<file path="config.mk">
export PLATFORM = sky130hd
export DESIGN_NAME = fetch_ctrl
export DESIGN_NICKNAME = d
export VERILOG_FILES = /design/src/rtl/fetch_ctrl_pkg.sv /design/src/rtl/fetch_buf.sv /design/src/rtl/fetch_ctrl.sv
export SDC_FILE = /design/constraint.sdc
export NUM_CORES = 1
export LEC_CHECK = 0
export CORE_AREA = 2 2 177 179
export DETAILED_ROUTE_END_ITERATION = 7
export DIE_AREA = 0 0 179 181
export PLACE_DENSITY_LB_ADDON = 0.05
export SETUP_SLACK_MARGIN = 0.2
export SLEW_MARGIN = 15
export SYNTH_ARGS = -nofsm -noshare
export SYNTH_HDL_FRONTEND = slang
export SYNTH_SLANG_ARGS = --single-unit
</file>
<file path="constraint.sdc">
create_clock -name clk -period 6.2 [get_ports clk]
set_input_delay 1.86 -clock clk [delete_from_list [all_inputs] [get_ports clk]]
set_output_delay 1.86 -clock clk [all_outputs]
set_load 0.01 [all_outputs]
</file>
<file path="src/rtl/fetch_ctrl_pkg.sv">
// Shared fetch-stage definitions: sequencer state encoding and default
// geometry, also used by the PC unit and the hazard unit.
package fetch_ctrl_pkg;

    localparam int          FC_XLEN      = 32;
    localparam logic [31:0] FC_RESET_PC  = 32'h0000_0000;
    localparam logic [31:0] FC_PC_STEP   = 32'h0000_0001;
    localparam int          FC_BUF_DEPTH = 2;

    typedef enum logic [1:0] {
        ST_IDLE  = 2'b00,
        ST_ISSUE = 2'b01,
        ST_WAIT  = 2'b10,
        ST_DROP  = 2'b11
    } fetch_state_e;

endpackage

</file>
<file path="src/rtl/fetch_buf.sv">
// Fetch buffer: synchronous FIFO of {pc, instr} pairs with flush. The head is
// held in registers so decode sees stable values, including while empty.
module fetch_buf #(
    parameter int XLEN  = 32,
    parameter int DEPTH = 2
) (
    input  logic                   clk,
    input  logic                   rst,
    input  logic                   push,
    input  logic [XLEN-1:0]        push_pc,
    input  logic [XLEN-1:0]        push_instr,
    input  logic                   pop,
    input  logic                   flush,
    output logic [$clog2(DEPTH):0] count,
    output logic                   head_valid,
    output logic [XLEN-1:0]        head_pc,
    output logic [XLEN-1:0]        head_instr
);

    localparam int               PTR_W  = $clog2(DEPTH);
    localparam int               CNT_W  = PTR_W + 1;
    localparam logic [CNT_W-1:0] FULL_C = CNT_W'(DEPTH);

    logic [XLEN-1:0]  pc_mem_r    [DEPTH];
    logic [XLEN-1:0]  instr_mem_r [DEPTH];
    logic [PTR_W-1:0] wr_ptr_r;
    logic [PTR_W-1:0] rd_ptr_r;
    logic [PTR_W-1:0] rd_next_s;
    logic [CNT_W-1:0] count_r;
    logic [CNT_W-1:0] count_next_s;
    logic             do_push_s;
    logic             do_pop_s;
    logic [XLEN-1:0]  head_pc_r;
    logic [XLEN-1:0]  head_instr_r;
    logic [XLEN-1:0]  nxt_pc_s;
    logic [XLEN-1:0]  nxt_instr_s;

    // Qualified push/pop, next occupancy and next head entry.
    always_comb begin
        do_push_s    = push && !flush && (count_r != FULL_C);
        do_pop_s     = pop && !flush && (count_r != {CNT_W{1'b0}});
        count_next_s = count_r;
        rd_next_s    = rd_ptr_r;
        if (flush) begin
            count_next_s = {CNT_W{1'b0}};
        end else begin
            case ({do_push_s, do_pop_s})
                2'b10:   count_next_s = count_r + CNT_W'(1);
                2'b01:   count_next_s = count_r - CNT_W'(1);
                default: count_next_s = count_r;
            endcase
        end
        if (do_pop_s) begin
            rd_next_s = rd_ptr_r + PTR_W'(1);
        end else begin
            rd_next_s = rd_ptr_r;
        end
        // A slot being written this cycle is not in the array yet: bypass it.
        if (do_push_s && (rd_next_s == wr_ptr_r)) begin
            nxt_pc_s    = push_pc;
            nxt_instr_s = push_instr;
        end else begin
            nxt_pc_s    = pc_mem_r[rd_next_s];
            nxt_instr_s = instr_mem_r[rd_next_s];
        end
    end

    // Entry storage; contents are only meaningful under the pointers.
    always_ff @(posedge clk) begin
        if (do_push_s) begin
            pc_mem_r[wr_ptr_r]    <= push_pc;
            instr_mem_r[wr_ptr_r] <= push_instr;
        end
    end

    // Pointers, occupancy and registered head.
    always_ff @(posedge clk) begin
        if (rst) begin
            wr_ptr_r     <= {PTR_W{1'b0}};
            rd_ptr_r     <= {PTR_W{1'b0}};
            count_r      <= {CNT_W{1'b0}};
            head_pc_r    <= {XLEN{1'b0}};
            head_instr_r <= {XLEN{1'b0}};
        end else if (flush) begin
            wr_ptr_r <= {PTR_W{1'b0}};
            rd_ptr_r <= {PTR_W{1'b0}};
            count_r  <= {CNT_W{1'b0}};
        end else begin
            if (do_push_s) begin
                wr_ptr_r <= wr_ptr_r + PTR_W'(1);
            end
            rd_ptr_r <= rd_next_s;
            count_r  <= count_next_s;
            if (count_next_s != {CNT_W{1'b0}}) begin
                head_pc_r    <= nxt_pc_s;
                head_instr_r <= nxt_instr_s;
            end
        end
    end

    assign count      = count_r;
    assign head_valid = (count_r != {CNT_W{1'b0}});
    assign head_pc    = head_pc_r;
    assign head_instr = head_instr_r;

endmodule

</file>
<file path="src/rtl/fetch_ctrl.sv">
// Fetch sequencer for the IF stage: owns the fetch PC, keeps at most one imem
// request in flight and feeds decode through fetch_buf; redirects flush.
module fetch_ctrl
    import fetch_ctrl_pkg::*;
#(
    parameter int              XLEN      = FC_XLEN,
    parameter logic [XLEN-1:0] RESET_PC  = XLEN'(FC_RESET_PC),
    parameter logic [XLEN-1:0] PC_STEP   = XLEN'(FC_PC_STEP),
    parameter int              BUF_DEPTH = FC_BUF_DEPTH
) (
    input  logic            clk,
    input  logic            rst,
    input  logic            redirect_valid,
    input  logic [XLEN-1:0] redirect_pc,
    output logic            pc_sel,
    output logic            imem_req_valid,
    input  logic            imem_req_ready,
    output logic [XLEN-1:0] imem_req_addr,
    input  logic            imem_rsp_valid,
    input  logic [XLEN-1:0] imem_rsp_data,
    output logic            if_valid,
    input  logic            if_ready,
    output logic [XLEN-1:0] if_pc,
    output logic [XLEN-1:0] if_instr
);

    localparam int               CNT_W   = $clog2(BUF_DEPTH) + 1;
    localparam logic [CNT_W-1:0] DEPTH_C = CNT_W'(BUF_DEPTH);

    fetch_state_e     state_r;
    fetch_state_e     state_next_s;
    logic [XLEN-1:0]  fetch_pc_r;
    logic [XLEN-1:0]  req_pc_r;
    logic [CNT_W-1:0] buf_count_s;
    logic             redirect_s;
    logic             req_valid_s;
    logic             accept_s;
    logic             push_s;
    logic             pop_s;

    // Redirect qualification, request credit and handshake decode.
    always_comb begin
        if (!rst && redirect_valid && (state_r != ST_IDLE)) begin
            redirect_s = 1'b1;
        end else begin
            redirect_s = 1'b0;
        end
        // Only responses push, so a free slot at issue time is a guaranteed slot.
        if (!rst && (state_r == ST_ISSUE) && (buf_count_s < DEPTH_C)) begin
            req_valid_s = 1'b1;
        end else begin
            req_valid_s = 1'b0;
        end
        accept_s = req_valid_s && imem_req_ready;
        push_s   = (state_r == ST_WAIT) && imem_rsp_valid && !redirect_s;
        pop_s    = if_valid && if_ready;
    end

    // FSM state register.
    always_ff @(posedge clk) begin
        if (rst) begin
            state_r <= ST_IDLE;
        end else begin
            state_r <= state_next_s;
        end
    end

    // FSM next-state logic; redirect takes priority over normal sequencing.
    always_comb begin
        state_next_s = state_r;
        case (state_r)
            ST_IDLE: begin
                state_next_s = ST_ISSUE;
            end
            ST_ISSUE: begin
                if (redirect_s) begin
                    state_next_s = accept_s ? ST_DROP : ST_ISSUE;
                end else begin
                    state_next_s = accept_s ? ST_WAIT : ST_ISSUE;
                end
            end
            ST_WAIT: begin
                if (redirect_s) begin
                    state_next_s = imem_rsp_valid ? ST_ISSUE : ST_DROP;
                end else begin
                    state_next_s = imem_rsp_valid ? ST_ISSUE : ST_WAIT;
                end
            end
            ST_DROP: begin
                state_next_s = imem_rsp_valid ? ST_ISSUE : ST_DROP;
            end
            default: begin
                state_next_s = ST_IDLE;
            end
        endcase
    end

    // FSM outputs toward the PC unit and instruction memory.
    always_comb begin
        pc_sel         = redirect_s;
        imem_req_valid = req_valid_s;
        imem_req_addr  = fetch_pc_r;
    end

    // Fetch PC only moves on accept or redirect, keeping the address stable.
    always_ff @(posedge clk) begin
        if (rst) begin
            fetch_pc_r <= RESET_PC;
            req_pc_r   <= {XLEN{1'b0}};
        end else if (redirect_s) begin
            fetch_pc_r <= redirect_pc;
        end else if (accept_s) begin
            req_pc_r   <= fetch_pc_r;
            fetch_pc_r <= fetch_pc_r + PC_STEP;
        end
    end

    fetch_buf #(
        .XLEN  (XLEN),
        .DEPTH (BUF_DEPTH)
    ) u_buf (
        .clk        (clk),
        .rst        (rst),
        .push       (push_s),
        .push_pc    (req_pc_r),
        .push_instr (imem_rsp_data),
        .pop        (pop_s),
        .flush      (redirect_s),
        .count      (buf_count_s),
        .head_valid (if_valid),
        .head_pc    (if_pc),
        .head_instr (if_instr)
    );

endmodule
</file>
==> flow_summary_export.csv <==
group,metric,value,unit
detailed_routing,vias,10200,
detailed_routing,ant_nets,0,
logic_synthesis,synthFlopType,"dfxtp_1",
clocking,ctsResizeCount,0,
detailed_routing,wire_per_inst,17.7,µm
logic_synthesis,postSynthAreaPerCell,9.03,µm²
clocking,insertion_delay,0.55,ns
global_route,gr-usage-all-layers,20.4,%
global_route,antenna_found_initial,0,
logic_synthesis,synth_top_area_share,31.8,%
sta,worst_pin_slew,1.10,ns
clocking,post_cts_buffers,0,
logic_synthesis,netlist-cell-type-count,47,
sta,fin_crit,5.38,ns
detailed_routing,drcViolationCount,0,
clocking,cts-root-buf,"clkbuf_16",
finish,area_delta_synth_final,25.1,%
pwr,vdd_drop_max,0.195,mV
logic_synthesis,synth_edf_count,128,
worst_setup_path,start_kind,"input port",
worst_setup_path,arrival,3.52,ns
clocking,hold_buffers,0,
pwr,power.density,254,nW/µm²
logic_synthesis,yosys_warnings,0,
worst_setup_path,critPathMaxFanout,6,
detailed_routing,firstDrtPassIters,5,
global_route,grt_pass1_vias,9649,
global_route,overflow,0,
die,rows,64,
clocking,cts_made_buffers,31,
logic_synthesis,synth_most_common_cell,"nand2_1",
pwr,power,3.84,mW
sta,setup_slack,0.820,ns
finish,final_util,49.9,%
clocking,clk_path_buf_depth,3,
logic_synthesis,ys_seq_area_share,53.9,%
place,hpwl,19400,µm
clocking,cts_sinks,262,
die,die_y,181,µm
place,postPlaceCellArea,14100,µm²
clocking,htreeDepth,1,
place,place_ws,0.803,ns
detailed_routing,drt_iter0_drc,601,
die,coreArea,30300,µm²
logic_synthesis,synthTopCellsByCount,"275 x nand2_1, 186 x a21oi_1, 134 x dfxtp_1",
finish,fin_cells,1874,
logic_synthesis,syn_inst,1340,
worst_setup_path,crit_path_end_kind,"output pin",
finish,finalNetCount,1526,
logic_synthesis,synth-seq-cells,262,
die,initial_utilization,39.9,%
place,io_buffer_count,168,
detailed_routing,routed_wl,33200,µm
global_route,grt_pass1_wl,52700,µm
sta,worst_hold_slack,0.467,ns
min_path,min_path_type,"flop to flop",
sta,max_freq,0.186,GHz
sta,finalMaxSlewViolations,0,
sta,fin_setup_tns,0,ns
pwr,p_leak,4.78,nW
die,dieArea,32400,µm²
worst_setup_path,cp.required,4.34,ns
sta,min_period_over_period,86.8,%
finish,antennaDiodeCount,0,
place,place.gp.congestion,0.845,
run,drv_cap,0,
logic_synthesis,synth_top_area_cell,"edfxtp_1",
clocking,clk_pin_slew,0.05,ns
die,ios,169,
finish,drive_gt1_share,5.41,%
sta,hold_viol,0,
logic_synthesis,synthArstFlopShare,0,%
die,dieWidth,179,µm
sta,slew_headroom,26.2,%
run_status,status,"finished, final reports clean",
sta,finClkSkew,0.0145,ns
logic_synthesis,synthTopCellsByArea,"edfxtp_1 32%, dfxtp_1 22%, nand2_1 8.5%, a21oi_1 7.7%, nand2b_1 6.7%",
finish,design_area,15100,µm²
clocking,cts_tree,"built",
detailed_routing,vias_per_cell,5.43,
global_route,grt_max_degree,113,
logic_synthesis,netlist_area,12100,µm²
worst_setup_path,path_class,"input port to output pin",
place,dp_cells,1817,
sta,setup_viol,0,
logic_synthesis,syn_nets,1412,
sta,rsz0062_at_grt,"no",
==> final timing paths <==
path,startpoint,end,slack [ns],cells past startpoint
max,redirect_valid,pc_sel,0.82,5
min,u_buf.head_pc[13],u_buf.head_pc[13],0.47,2
max reg2reg,state_r[1],u_buf.head_pc[6],3.00,9
min reg2reg,u_buf.head_pc[13],u_buf.head_pc[13],0.47,2
==> report_power, final <==
| group | switching, mW | internal [mW] |
|---|---|---|
| clock | 0.692 | 1.09 |
| sequential | 0.0297 | 1.83 |
| combinational | 0.103 | 0.0986 |
==> flip-flops by register name (all words and copies together), names as in the netlist, 2 cells and up <==
signal	flops
imem_req_addr	32
req_pc_r	32
state_r	2
u_buf.count	2
u_buf.head_instr	32
u_buf.head_pc	32
u_buf.instr_mem_r	64
u_buf.pc_mem_r	64
==> cells by family after synthesis <==
group           synth area share (%)
compound gates                  17.0
xor+xnor                        1.95
fa+ha+maj                      0.207
buf+inv                         3.76
flops                           53.9
simple gates                    23.2
==> cell usage in the layout, fill, tap and decap left out, types with 17 or more instances in the layout <==
cell	instances
a21oi_1	186
buf_4	17
clkbuf_16	32
clkdlybuf4s50_1	167
dfxtp_1	133
edfxtp_1	128
nand2_1	275
nand2b_1	130
nand4_1	77
nor2_1	25
o211ai_1	66
o21ai_0	80
==> cell type report <==
| cell class | instances | area (µm²) |
|---|---|---|
| multi-input combinational | 959 | 5180 |
| fill | 2842 | 15200 |
| clock buffer | 44 | 866 |
| sequential | 262 | 6530 |
| timing repair buffer | 189 | 1880 |
| clock inverter | 13 | 143 |
| tap | 396 | 495 |
| inverter | 11 | 41.3 |
==> worst max-delay path: stages <==
cell             delay (ns)
clkdlybuf4s50_1        0.63
o21ai_0                0.21
nand2b_1               0.20
clkinv_1               0.08
clkdlybuf4s50_1        0.53
==> layer usage <==
layer,part of all wire (%),track usage (%),vias to the layer above
met2,45,32.7,286
met5,0,0,-
met1,47,28.6,4828
met3,5.8,3.28,42
li1,-,-,5025
met4,2.1,5.11,0
Note: power is estimated with default switching activity, not from simulation.
